**config.mk**
```make
export PLATFORM = sky130hd
export DESIGN_NAME = fifo_burst_reader
export DESIGN_NICKNAME = d
export VERILOG_FILES = /design/src/rtl/fifo_rd_pkg.sv /design/src/rtl/fifo_rd_out_reg.sv /design/src/rtl/fifo_burst_reader.sv
export SDC_FILE = /design/constraint.sdc
export NUM_CORES = 1
export LEC_CHECK = 0
export CORE_ASPECT_RATIO = 0.6
export CORE_MARGIN = 2
export CORE_UTILIZATION = 49
export DETAILED_ROUTE_END_ITERATION = 6
export PLACE_DENSITY = 0.89
export REMOVE_ABC_BUFFERS = 1
export SLEW_MARGIN = 20
export SYNTH_ARGS = -nofsm -noshare
export SYNTH_HDL_FRONTEND = slang
export SYNTH_SLANG_ARGS = --single-unit
```
**constraint.sdc**
```tcl
create_clock -name clk -period 2 [get_ports clk]
set_input_delay 0.3 -clock clk [delete_from_list [all_inputs] [get_ports clk]]
set_output_delay 0.3 -clock clk [all_outputs]
set_load 0.01 [all_outputs]
```
**src/rtl/fifo_rd_pkg.sv**
```systemverilog
// fifo_rd_pkg: shared types and helpers for the FIFO burst reader
package fifo_rd_pkg;
  localparam int BC_W = 16;
  typedef enum logic {IDLE, BURST} rd_state_e;
  function automatic int min_level(input int level, input int burst_len);
    return level < burst_len ? level : burst_len;
  endfunction
endpackage

```
**src/rtl/fifo_rd_out_reg.sv**
```systemverilog
// fifo_rd_out_reg: single-entry valid/ready output register carrying data and last
module fifo_rd_out_reg #(
  parameter int DATA_WIDTH = 8
) (
  input  logic                  clk,
  input  logic                  rst_n,
  input  logic                  load,
  input  logic [DATA_WIDTH-1:0] load_data,
  input  logic                  load_last,
  input  logic                  ready,
  output logic                  valid,
  output logic [DATA_WIDTH-1:0] data,
  output logic                  last,
  output logic                  accept,
  output logic                  can_load
);
  assign accept   = valid && ready;
  assign can_load = !valid || ready;
  always_ff @(posedge clk)
    if (!rst_n) begin
      valid <= 1'b0;
      data  <= '0;
      last  <= 1'b0;
    end else if (load) begin
      valid <= 1'b1;
      data  <= load_data;
      last  <= load_last;
    end else if (accept) begin
      valid <= 1'b0;
      last  <= 1'b0;
    end
endmodule

```
**src/rtl/fifo_burst_reader.sv**
```systemverilog
// fifo_burst_reader: drains a first-word-fall-through FIFO into bounded valid/ready bursts
module fifo_burst_reader
  import fifo_rd_pkg::*;
#(
  parameter int DATA_WIDTH = 8,
  parameter int FIFO_DEPTH = 32,
  parameter int ADDR_WIDTH = $clog2(FIFO_DEPTH),
  parameter int BURST_LEN  = 8,
  parameter int TIMEOUT    = 64,
  parameter int TO_WIDTH   = $clog2(TIMEOUT + 1)
) (
  input  logic                  clk,
  input  logic                  rst_n,
  output logic                  fifo_ren,
  input  logic [DATA_WIDTH-1:0] fifo_rdata,
  input  logic                  fifo_empty,
  input  logic                  fifo_full,
  input  logic [ADDR_WIDTH-1:0] fifo_count,
  input  logic                  flush,
  output logic                  m_valid,
  input  logic                  m_ready,
  output logic [DATA_WIDTH-1:0] m_data,
  output logic                  m_last,
  output logic                  busy,
  output logic [BC_W-1:0]       burst_count
);
  localparam int LW = $clog2(FIFO_DEPTH + 1);
  localparam int TW = TO_WIDTH > 0 ? TO_WIDTH : 1;
  localparam logic [TW-1:0] TO_MAX  = TW'(TIMEOUT);
  localparam logic [TW-1:0] TO_LAST = TW'(TIMEOUT > 0 ? TIMEOUT - 1 : 0);
  rd_state_e     state;
  logic [LW-1:0] level, beats_left;
  logic [TW-1:0] to_cnt;
  logic          start, accept, can_load;
  // the count port wraps to 0 when full, so full maps to the true depth
  assign level    = fifo_full ? LW'(FIFO_DEPTH) : LW'(fifo_count);
  assign start    = level >= LW'(BURST_LEN)
                 || (TIMEOUT != 0 && to_cnt == TO_LAST && !fifo_empty)
                 || (flush && !fifo_empty);
  assign fifo_ren = rst_n && state == BURST && beats_left != '0 && can_load;
  assign busy     = rst_n && state == BURST;
  fifo_rd_out_reg #(.DATA_WIDTH(DATA_WIDTH)) u_out (
    .clk      (clk),
    .rst_n    (rst_n),
    .load     (fifo_ren),
    .load_data(fifo_rdata),
    .load_last(beats_left == LW'(1)),
    .ready    (m_ready),
    .valid    (m_valid),
    .data     (m_data),
    .last     (m_last),
    .accept   (accept),
    .can_load (can_load)
  );
  always_ff @(posedge clk)
    if (!rst_n) begin
      state       <= IDLE;
      beats_left  <= '0;
      to_cnt      <= '0;
      burst_count <= '0;
    end else if (state == IDLE) begin
      to_cnt <= fifo_empty ? '0 : to_cnt == TO_MAX ? to_cnt : to_cnt + 1'b1;
      if (start) begin
        beats_left <= LW'(min_level(int'(level), BURST_LEN));
        state      <= BURST;
      end
    end else begin
      if (fifo_ren) beats_left <= beats_left - 1'b1;
      if (accept && m_last) begin
        state       <= IDLE;
        to_cnt      <= '0;
        burst_count <= burst_count + 1'b1;
      end
    end
endmodule

```
======== Yosys cells after proc, flatten, opt, wreduce, memory -nomap -nowiden ========
Index checks and enable logic that the tools add are counted.
word-level totals
  register bits after elaboration ......... 40
  input bits .............................. 19
cells by class
  magnitude comparators ................... 2
  equality and inequality tests ........... 6
  muxes and demuxes ....................... 15
  add/subtract/negate cells ............... 3
  reduce and logical (&&, ||, !) cells .... 18
operator list
  operator                 count
  $mux W6                  5
  $mux W7                  4
  $add A16 B1 Y16 const B  1
  $add A7 B1 Y7 const B    1
  $eq A7 B6 Y1 const B     1
  $eq A7 B7 Y1 const B     1
  $logic_and A1 B1 Y1      7
  $eq A6 B1 Y1 const B     1
  $ge A6 B4 Y1 const B     1
  $lt A6 B4 Y1 const B     1
  $mux W1                  6
  $reduce_and A2 Y1        3
  $reduce_bool A6 Y1       1
  $sub A6 B1 Y6 const B    1
  $reduce_bool A2 Y1       2
  $logic_or A1 B1 Y1       3
  $ne A3 B3 Y1 const B     1
  $logic_not A1 Y1         2
  $ne A2 B1 Y1 const B     1
  $ne A2 B2 Y1 const B     1

======== Logic depth before layout (Yosys ltp) ========
  word-level depth ........................ 6
  mapped depth ............................ 9

======== Cells and area by module ========
From an unflattened synthesis, not the netlist that was laid out.
unflattened totals
  cells, all modules ...................... 225
  area, all modules ....................... 2005.7 µm²
by module, submodules not included
  module             instances  cells each  seq. area each (µm²)  area each (µm²)
  fifo_burst_reader  1          190         600.6                 1622.8
  fifo_rd_out_reg    1          35          200.2                 382.9

======== Least setup slack after synthesis ========
OpenSTA, ideal clock, no wires.
  path kind ............................... flip-flop to output port
  start point ............................. register beats_left[0]
  end point ............................... output port fifo_ren
  data arrival time ....................... 1.423 ns
  slack ................................... 0.277 ns
  cell stages (with the launch flop) ...... 8
  required time ........................... 1.700 ns
  cell sequence ........................... dfxtp_1 inv_1 ha_1 nor2b_1 a211oi_2 nand2_2 inv_2 buf_4
between the ends
  word-level cells in the longest chain between the ends .. 3
RTL lines
  what                               line                     source
  start: declaration                 fifo_burst_reader.sv:32  logic [LW-1:0] level, beats_left;
  start signal: assignment           fifo_burst_reader.sv:64  beats_left <= LW'(min_level(int'(level), BURST_LEN));
  start signal: assignment           fifo_burst_reader.sv:68  if (fifo_ren) beats_left <= beats_left - 1'b1;
  $reduce_bool A6 Y1                 fifo_burst_reader.sv:40  assign fifo_ren = rst_n && state == BURST && beats_left != '0 && can_load;
  $logic_and A1 B1 Y1 (2 in series)  fifo_burst_reader.sv:40
  end: declaration                   fifo_burst_reader.sv:14  output logic fifo_ren,
No other way between the ends.

======== Final worst setup path ========
  start point ............................. register beats_left[0]
  end point ............................... register beats_left[2]
between the ends
  word-level cells in the longest chain between the ends .. 5
RTL lines
  what
  parallel branches: the longest is 5 deep, another holds $sub A6 B1 Y6
Several ways; the timed one is not identified. The select of a mux whose other input is x is not followed.
A chain may end at the register's enable or synchronous reset.

==> impl_metrics.yaml <==
outcome:
  outcome: "complete, no violations"
worst_setup_path:
  cp.required_ns: 2.16
  cpLargestDelayFamily: "compound AO/OA/AOI/OAI gates"
  path_max_fanout: 13
  cp-start-kind: "register"
  crit_slowest_cell: "a211oi_2"
  path_buf_inv: 3
  path_class: "register to register"
  worst_setup_path_end_kind: "register"
  worstPathArrival_ns: 2.10
  max_stage_delay_ns: 0.34
  cp_common_cell: "buf_4"
  crit_chain: "inv_1, ha_1, nor2b_1, a211oi_2, nand2_2, buf_4, buf_4, o31ai_2, a211oi_1"
clock_tree:
  cts_buffers: 5
  cts_tree: "done"
  insertion_delay_ns: 0.29
  htreeDepth: 2
  cts.sinks: 40
  cts_hold_buf: 0
  cts-root-buf: "clkbuf_8"
  clock_path_buffers: 2
  cts.clk_slew.worst_paths_ns: 0.08
timing:
  setup_viol_count_final: 0
  timing.fmax_mhz: 515
  maxSlewViolCount: 0
  fin_crit_ns: 1.94
  post-route-period-util_pct: 97.1
  hold_ws_ns: 0.457
  worst_slew_pin_slew_ns: 0.413
  relSlewSlack_pct: 72.5
  hold_viol: 0
  setup_tns_ns: 0
  skew_ns: 0.00617
global_route:
  antenna_found_initial: 0
  grt_pass1_vias: 1661
  grt_first_pass_wirelength_um: 7450
  grtUsageTotal_pct: 21.2
  grt_max_degree: 23
  grt_overflow_total: 0
yosys:
  synth_xor_xnor_area_share_pct: 8.87
  synthMuxAreaShare_pct: 0.507
  ys_async_sr_fraction_pct: 0
  ys_ff_latch: 40
  synth_edf_count: 0
  synth-compound-area-share_pct: 12.0
  yosys.area_share.adder_pct: 3.80
  yosysWarnings: 0
  yosys.area.top_type: "dfxtp_1"
  synth_top_family_by_area: "simple AND/OR/NAND/NOR gates"
  yosysMostFrequentCell: "dfxtp_1"
  ys_top_cells_by_count: "dfxtp_1 (40), nor2_1 (30), nand2_1 (27)"
  syn_inst: 229
  synthSimpleGateAreaFrac_pct: 29.3
  synth_top_area_share_pct: 40.5
  synth_sequential_area_ratio_pct: 40.5
  yosys-top-cells-area: "dfxtp_1 (41%), nor2_1 (5.7%), xor2_1 (5.3%)"
  avgSynthCellArea_um2: 8.63
  synthFlopType: "dfxtp_1"
  synth.cell_area_mm2: 0.00198
  synth_cell_type_count: 50
detailed_routing:
  vias: 1842
  drt-total-wl_um: 4630
  first_iter_violations: 106
  first_pass_iters: 4
  detail-route-antenna-nets: 0
  drt_drc_violations_left: 0
  avgViaCountPerCell: 5.37
  wire_per_inst_um: 13.5
power_and_ir_drop:
  intPower_mw: 1.25
  swShare_pct: 26.2
  p_comb_share_pct: 17.4
  clock_power_share_pct: 32.7
  p_total_mw: 1.69
  p_sw_mw: 0.443
  p_leak_nw: 0.975
  pwr-share-seq_pct: 49.8
  power_density_mw_per_mm2: 626
  ir_drop_mv: 0.315
placed_design:
  io_buffer_count: 46
  gp_congestion: 0.857
  hpwl_um: 3440
die:
  dieArea_mm2: 0.00457
  io_pins: 47
  die_x_um: 86.0
  die_height_um: 53.2
  start_util_pct: 52.5
  coreArea_mm2: 0.00376
  core.rowCount: 17
layout:
  drive_gt1_share_pct: 16.9
  diodes: 0
  fill_cells: 269
  fin_nets: 320
  area_delta_synth_final_pct: 36.5
  final_util_pct: 71.7
min_path:
  min_path_type: "register to register"
job:
  maxCapViolCount: 0
sequential cells by signal (all words and copies together), names as in the netlist:
register and cells:
u_out.data 8, to_cnt 7, beats_left 6, u_out.valid 1, state 1, u_out.last 1
burst_count 16
metal layers:
layer	part of all wire (%)	track usage, %
met1	47	27.7
met2	45	34.1
met3	7.7	6.08
met4	0.30	6.61
met5	0	0
cell type report:
cell class              instances  area [um2]  area share [%]
flip-flops and latches         40         802            29.7
inverters                      10        37.5            1.39
repair buffers                 68         621            23.0
multi-input cells             170        1090            40.3
well taps                      47        58.8            2.18
clock buffers                   6        82.6            3.06
clock inverters                 2        10.0           0.371
logic make-up after synthesis:
family          after synthesis
xor+xnor                     20
buf+inv                      19
simple gates                106
flops                        40
fa+ha+maj                     6
compound gates               37
mux                           1
final timing paths:
path / start / end / slack (ns) / depth (start not counted)
worst min register to register: u_out.data[3]$_SDFFE_PN0P_ / u_out.data[3]$_SDFFE_PN0P_ / 0.46 / 2
worst max register to register: beats_left[0]$_SDFFE_PN0P_ / beats_left[2]$_SDFFE_PN0P_ / 0.06 / 9
worst max-delay path: beats_left[0]$_SDFFE_PN0P_ / beats_left[2]$_SDFFE_PN0P_ / 0.06 / 9
worst min-delay path: u_out.data[3]$_SDFFE_PN0P_ / u_out.data[3]$_SDFFE_PN0P_ / 0.46 / 2
per-stage QoR:
stage / worst slack, ns / area, um2 / cells
floorplan: 0.128 / 1910 / 220
global placement: -0.0964 / 2580 / 332
detailed placement: -0.124 / 2580 / 332
CTS: 0.0109 / 2690 / 342
global route: -0.0139 / 2700 / 343
finish: 0.0578 / 2700 / 343
repair_timing:
item,CTS,global route
resized for setup,4,3
setup endpoints to repair,1,2
buffers inserted,2,1
pin swaps,2,2
power by group through the flow:
stage | registers, mW | clock network, mW | logic (mW)
after floorplan | 0.868 | 0 | 0.122
after global placement | 0.857 | 0 | 0.273
after detailed placement | 0.859 | 0 | 0.281
after CTS | 0.841 | 0.564 | 0.288
after global routing | 0.844 | 0.599 | 0.322
final | 0.842 | 0.553 | 0.295
layout by cell type, fill, tap and decap left out, types with 3 or more instances in the layout:
cell,n
ha_1,6
clkdlybuf4s50_1,45
clkbuf_8,6
xor2_1,12
nand2_1,27
dfxtp_1,39
nor4_2,3
and4_1,3
o21ai_0,5
xnor2_1,8
nand4_1,11
buf_4,22
nor2_1,30
a21oi_1,20
nand3_1,10
inv_1,9
worst reg2reg max path, cell delays in order (launching register included):
cell      delay (ns)
dfxtp_2         0.33
inv_1           0.05
ha_1            0.18
nor2b_1         0.15
a211oi_2        0.34
nand2_2         0.10
buf_4           0.14
buf_4           0.18
o31ai_2         0.26
a211oi_1        0.08
(Power assumes the default switching activity.)
